<file path="src/rtl/d3_timing_pkg.sv">
// ============================================================================
// d3_timing_pkg : shared timebase types and default constants
// Rev 1.0
// ============================================================================
`default_nettype none

package d3_timing_pkg;

  typedef enum logic [1:0] {
    IDLE = 2'd0,
    RUN  = 2'd1,
    STEP = 2'd2
  } seq_state_t;

  localparam int DIV_10MHZ = 5;
  localparam int MC_PHASES = 4;

endpackage

`default_nettype wire

</file>
<file path="src/rtl/clk_prescaler.sv">
// ============================================================================
// clk_prescaler : free-running divide-by-DIV enable strobe and square wave
// Rev 1.0
// ============================================================================
`default_nettype none

module clk_prescaler #(
  parameter int DIV = 5,
  parameter int CW  = $clog2(DIV)
) (
  input  logic clk,
  input  logic rst,
  output logic tick_cond,
  output logic tick,
  output logic mhz
);

  localparam int HIGH_CNT = (DIV + 1) / 2;

  logic [CW-1:0] cnt;

  // Combinational terminal count: the sequencer advances on this edge,
  // which is the same edge that raises the registered tick.
  assign tick_cond = (cnt == CW'(DIV - 1));

  always_ff @(posedge clk) begin
    if (rst) begin
      cnt  <= '0;
      tick <= 1'b0;
      mhz  <= 1'b0;
    end else begin
      cnt  <= tick_cond ? '0 : cnt + 1'b1;
      tick <= tick_cond;
      mhz  <= (cnt < CW'(HIGH_CNT));
    end
  end

endmodule

`default_nettype wire

</file>
<file path="src/rtl/clk_phase_sequencer.sv">
// ============================================================================
// clk_phase_sequencer : 10 MHz enable timebase and run/step/halt T-phase FSM
// Rev 1.0
// ============================================================================
`default_nettype none

module clk_phase_sequencer
  import d3_timing_pkg::*;
#(
  parameter int DIV        = DIV_10MHZ,
  parameter int NUM_PHASES = MC_PHASES,
  parameter int CW         = $clog2(DIV)
) (
  input  logic                  ext_clk,
  input  logic                  ext_reset,
  input  logic                  run_req,
  input  logic                  step_req,
  output logic                  tick_10,
  output logic                  mhz_10,
  output logic [NUM_PHASES-1:0] phase,
  output logic                  cycle_start,
  output logic                  cycle_done,
  output logic                  halted
);

  localparam logic [NUM_PHASES-1:0] T1 = NUM_PHASES'(1);

  logic tick_cond;

  clk_prescaler #(
    .DIV (DIV),
    .CW  (CW)
  ) u_prescaler (
    .clk       (ext_clk),
    .rst       (ext_reset),
    .tick_cond (tick_cond),
    .tick      (tick_10),
    .mhz       (mhz_10)
  );

  seq_state_t            state, state_n;
  logic [NUM_PHASES-1:0] phase_n;
  logic                  step_pending, step_pending_n;
  logic                  cycle_start_n, cycle_done_n;
  logic                  step_seen;

  always_ff @(posedge ext_clk) begin
    if (ext_reset) begin
      state        <= IDLE;
      phase        <= '0;
      step_pending <= 1'b0;
      cycle_start  <= 1'b0;
      cycle_done   <= 1'b0;
      halted       <= 1'b1;
    end else begin
      state        <= state_n;
      phase        <= phase_n;
      step_pending <= step_pending_n;
      cycle_start  <= cycle_start_n;
      cycle_done   <= cycle_done_n;
      halted       <= (state_n == IDLE);
    end
  end

  always_comb begin
    state_n        = state;
    phase_n        = phase;
    step_pending_n = step_pending;
    cycle_start_n  = 1'b0;
    cycle_done_n   = 1'b0;
    // A step request landing on the tick cycle itself still counts.
    step_seen      = step_pending | step_req;

    unique case (state)
      IDLE: begin
        phase_n        = '0;
        step_pending_n = step_seen;
        if (tick_cond) begin
          step_pending_n = 1'b0;
          if (run_req) begin
            state_n       = RUN;
            phase_n       = T1;
            cycle_start_n = 1'b1;
          end else if (step_seen) begin
            state_n       = STEP;
            phase_n       = T1;
            cycle_start_n = 1'b1;
          end
        end
      end

      RUN, STEP: begin
        step_pending_n = 1'b0;
        if (tick_cond) begin
          if (phase[NUM_PHASES-1]) begin
            cycle_done_n = 1'b1;
            if (run_req) begin
              state_n       = RUN;
              phase_n       = T1;
              cycle_start_n = 1'b1;
            end else begin
              state_n = IDLE;
              phase_n = '0;
            end
          end else begin
            phase_n = {phase[NUM_PHASES-2:0], 1'b0};
          end
        end
      end

      default: begin
        state_n = IDLE;
        phase_n = '0;
      end
    endcase
  end

endmodule

`default_nettype wire

</file>
<file path="config.mk">
export PLATFORM = sky130hd
export DESIGN_NAME = clk_phase_sequencer
export DESIGN_NICKNAME = d
export VERILOG_FILES = /design/src/rtl/d3_timing_pkg.sv /design/src/rtl/clk_prescaler.sv /design/src/rtl/clk_phase_sequencer.sv
export SDC_FILE = /design/constraint.sdc
export NUM_CORES = 1
export LEC_CHECK = 0
export ABC_CLOCK_PERIOD_IN_PS = 2800
export BUFFER_PORTS_ARGS = -buffer_cell sky130_fd_sc_hd__clkbuf_2
export CORE_AREA = 2 2 39 41
export DETAILED_ROUTE_END_ITERATION = 6
export DIE_AREA = 0 0 41 43
export PLACE_DENSITY = 0.7
export REMOVE_ABC_BUFFERS = 1
export SYNTH_ARGS = -nofsm -noshare
export SYNTH_HDL_FRONTEND = slang
export SYNTH_HIERARCHICAL = 1
export SYNTH_SLANG_ARGS = --single-unit
</file>
<file path="constraint.sdc">
create_clock -name ext_clk -period 2.8 [get_ports ext_clk]
set_input_delay 0.42 -clock ext_clk [delete_from_list [all_inputs] [get_ports ext_clk]]
set_output_delay 0.42 -clock ext_clk [all_outputs]
set_load 0.1 [all_outputs]
</file>
==> results.txt <==
Status - finished, final reports clean
Worst hold path stage count - 1
RSZ-0062 raised after global routing - false
Clock transition at the registers of the reported paths - 0.09 ns
Final setup viols - 0
Setup TNS - 0 ns
Fin cells - 94
CP Class - flop to flop
Final worst-path cycle share - 63.1%
Static leakage - 0.310 nW
Die area - 1760 um2
CTS tree - yes
Simple-gate portion of the synthesized area - 19.2%
Post-synth ARST share - 0%
Slew HR - 64.0%
Fill count - 134
Via density - 5.14
First-pass GRT wire length - 1740 um
Grt total ovfl - 0
Max-cap viol count - 0
Hold Path Sink - u_prescaler/mhz$_SDFF_PP0_
Htree depth - 1
CP delay by family, top - simple AND/OR/NAND/NOR gates
Worst slew pin tran - 0.542 ns
DP HPWL - 751 um
EDFF count, synth - 0
Hold slack - 0.458 ns
Final critical-path required period - 1.77 ns
Post-layout util - 52.5%
Cells after DPL - 90
Width of the die - 41 um
Mux contribution to synthesized area - 2.40%
Critical-path top delay cell - dfxtp_1
Total track usage - 14.5%
Max frequency - 566 MHz
Sequential share of the synthesized area - 48.1%
DR iter-0 viols - 8
WL final - 1030 um
Top Ports - 13
Switching share of total power - 26.8%
Flop pwr share - 57.0%
DR vias - 483
Layout cells sized above 1 - 24.4%
Final GP Congestion - 0.752
R2r startpoint - u_prescaler/cnt[0]$_SDFF_PP0_
CTS Buf Count - 3
Worst path required time - 2.98 ns
Ys Warns - 6
Row count - 14
Sink Count - 15
Ys flop type - dfxtp_1
R2R setup slack - 1.03 ns
FF+latch count, synth - 15
Yosys cell types - 27
Area grow syn2layout - 16.4%
Chip height - 43 um
Worst clock skew - 0.00476 ns
Reg2reg path depth - 7
Root Buffer - clkbuf_4
Vias in the first global route - 427
CP bufs+invs - 1
Port Buffers - 12
Worst-path maximum fanout - 11
Core area - 1380 um2
Setup bufs post-CTS - 0
Largest net degree at the start of global routing - 14
Sw power - 0.107 mW
Compound-cell area share of the yosys netlist - 18.6%
Final Net Count - 87
Internal - 0.292 mW
CTS resizes - 0
Slew Viols, Final - 0
Largest family of logic cells by synthesized area - simple AND/OR/NAND/NOR gates
Most used cell, CP - and2_1
Residual DRC - 0
CP Launch Type - flop
XOR/XNOR Fraction of Synth Area - 0%
Max rail drop VDD - 0.000345 V
Worst Path Arrival - 1.95 ns
Power Total - 0.399 mW
Pwr Density - 548 nW/um2
Pre-antenna DRT Iters - 4
Initial antenna violation count - 0
Post-Synth Adder-Cell Area - 8.02%
Worst Setup End Kind - flop
Mapped Cells - 63
Capturing point of the worst reg2reg path - state[0]$_SDFF_PP0_
Routed WL per cell - 10.9 um
Post-Syn Area - 624 um2
Worst hold path class - flop to flop
Worst path cell trace - inv_1 -> ha_1 -> and2_1 -> nand2_2 -> mux2_4 -> a22o_1 -> and2_1
Worst Hold Launch - u_prescaler/cnt[2]$_SDFF_PP0_
Antenna Violating Nets Remaining - 0
Antenna Cells - 0
Clock share of power - 30.2%
Max incr delay on CP - 0.38 ns
Starting Density - 45.1%
Clock buffer depth - 2
# hold bufs at CTS - 0
Clock Latency Late Sink - 0.28 ns
Average cell area after synthesis - 9.91 um2
Comb power frac - 12.8%
Final Hold Viols - 0
==> metal layers <==
| metal | up-vias | wire, um | GRT usage (%) |
|---|---|---|---|
| met5 | - | 0 | 0 |
| met4 | 0 | 14 | 10.0 |
| met3 | 2 | 60 | 3.14 |
| met2 | 13 | 443 | 19.7 |
| met1 | 215 | 508 | 19.7 |
| li1 | 253 | - | - |
==> synth_stat cells, drive strengths merged (2+ instances only) <==
library cell,count,area share [%]
dfxtp,15,48
o21ai,2,1.6
a22oi,3,3.6
and2,3,3.0
a21oi,2,1.6
nor2,6,3.6
nor3b,2,2.4
nand2,3,2.2
ha,4,8.0
nor2b,2,2.0
nor3,2,1.6
inv,5,3.0
a22o,2,3.0
==> worst max path at each step <==
stage / start / end / depth (start not counted) / slack [ns]
final: u_prescaler/cnt[0]$_SDFF_PP0_ / state[0]$_SDFF_PP0_ / 7 / 1.03
after global routing: u_prescaler/cnt[0]$_SDFF_PP0_ / state[0]$_SDFF_PP0_ / 7 / 0.96
after CTS: u_prescaler/cnt[0]$_SDFF_PP0_ / state[0]$_SDFF_PP0_ / 7 / 1.05
after detailed placement: u_prescaler/cnt[0]$_SDFF_PP0_ / state[0]$_SDFF_PP0_ / 7 / 1.06
after global placement: u_prescaler/cnt[0]$_SDFF_PP0_ / state[0]$_SDFF_PP0_ / 7 / 1.10
after floorplan: phase[3]$_SDFFE_PP0P_ / state[0]$_SDFF_PP0_ / 4 / 0.92
==> flip-flops by register name, summed over array words and instances, names as in the netlist <==
name / cells
state: 2
u_prescaler/mhz: 1
halted: 1
phase: 4
u_prescaler/tick: 1
cycle_start: 1
step_pending: 1
u_prescaler/cnt: 3
cycle_done: 1
==> metrics by stage <==
step                worst slack, ns  area [um2]
floorplan                     0.925         621
finish                         1.03         727
global placement               1.10         701
detailed placement             1.06         701
global route                  0.957         727
CTS                            1.05         727
==> layout make-up <==
cell class              instances  area, um2  share of cell area, %
well taps                      16       20.0                   2.75
repair buffers                 12       60.1                   8.26
flip-flops and latches         15        300                   41.3
clock buffers                   4       26.3                   3.61
multi-input cells              42        302                   41.5
inverters                       5       18.8                   2.58
==> kinds of logic (layout without fill, tap and decap cells) <==
kind of cell | count (synthesis) | count (layout)
AND/OR/NAND/NOR | 22 | 22
AO/OA/AOI/OAI | 15 | 15
flip-flops | 15 | 15
buffers and inverters | 6 | 21
adder cells (fa/ha/maj) | 4 | 4
multiplexers | 1 | 1
==> power by group through the flow <==
stage | clock (mW) | combinational (mW) | sequential, mW
2_1_floorplan | 0 | 0.0197 | 0.251
5_1_grt | 0.138 | 0.0557 | 0.229
3_5_place_dp | 0 | 0.0508 | 0.232
4_1_cts | 0.128 | 0.0510 | 0.227
6_report | 0.120 | 0.0509 | 0.227
3_3_place_gp | 0 | 0.0500 | 0.232
==> layout by cell type (no fill, tap or decap), types with 2 or more instances in the layout <==
cell and n:
nor2b_1 2, nor2_1 6, nor3b_1 2, clkbuf_2 12
inv_1 5, and2_1 3, nand2_1 2, ha_1 4
a22oi_1 3, dfxtp_1 15, clkbuf_4 3, nor3_1 2
a21oi_1 2, o21ai_1 2
Note: power is estimated with default switching activity, not from simulation.
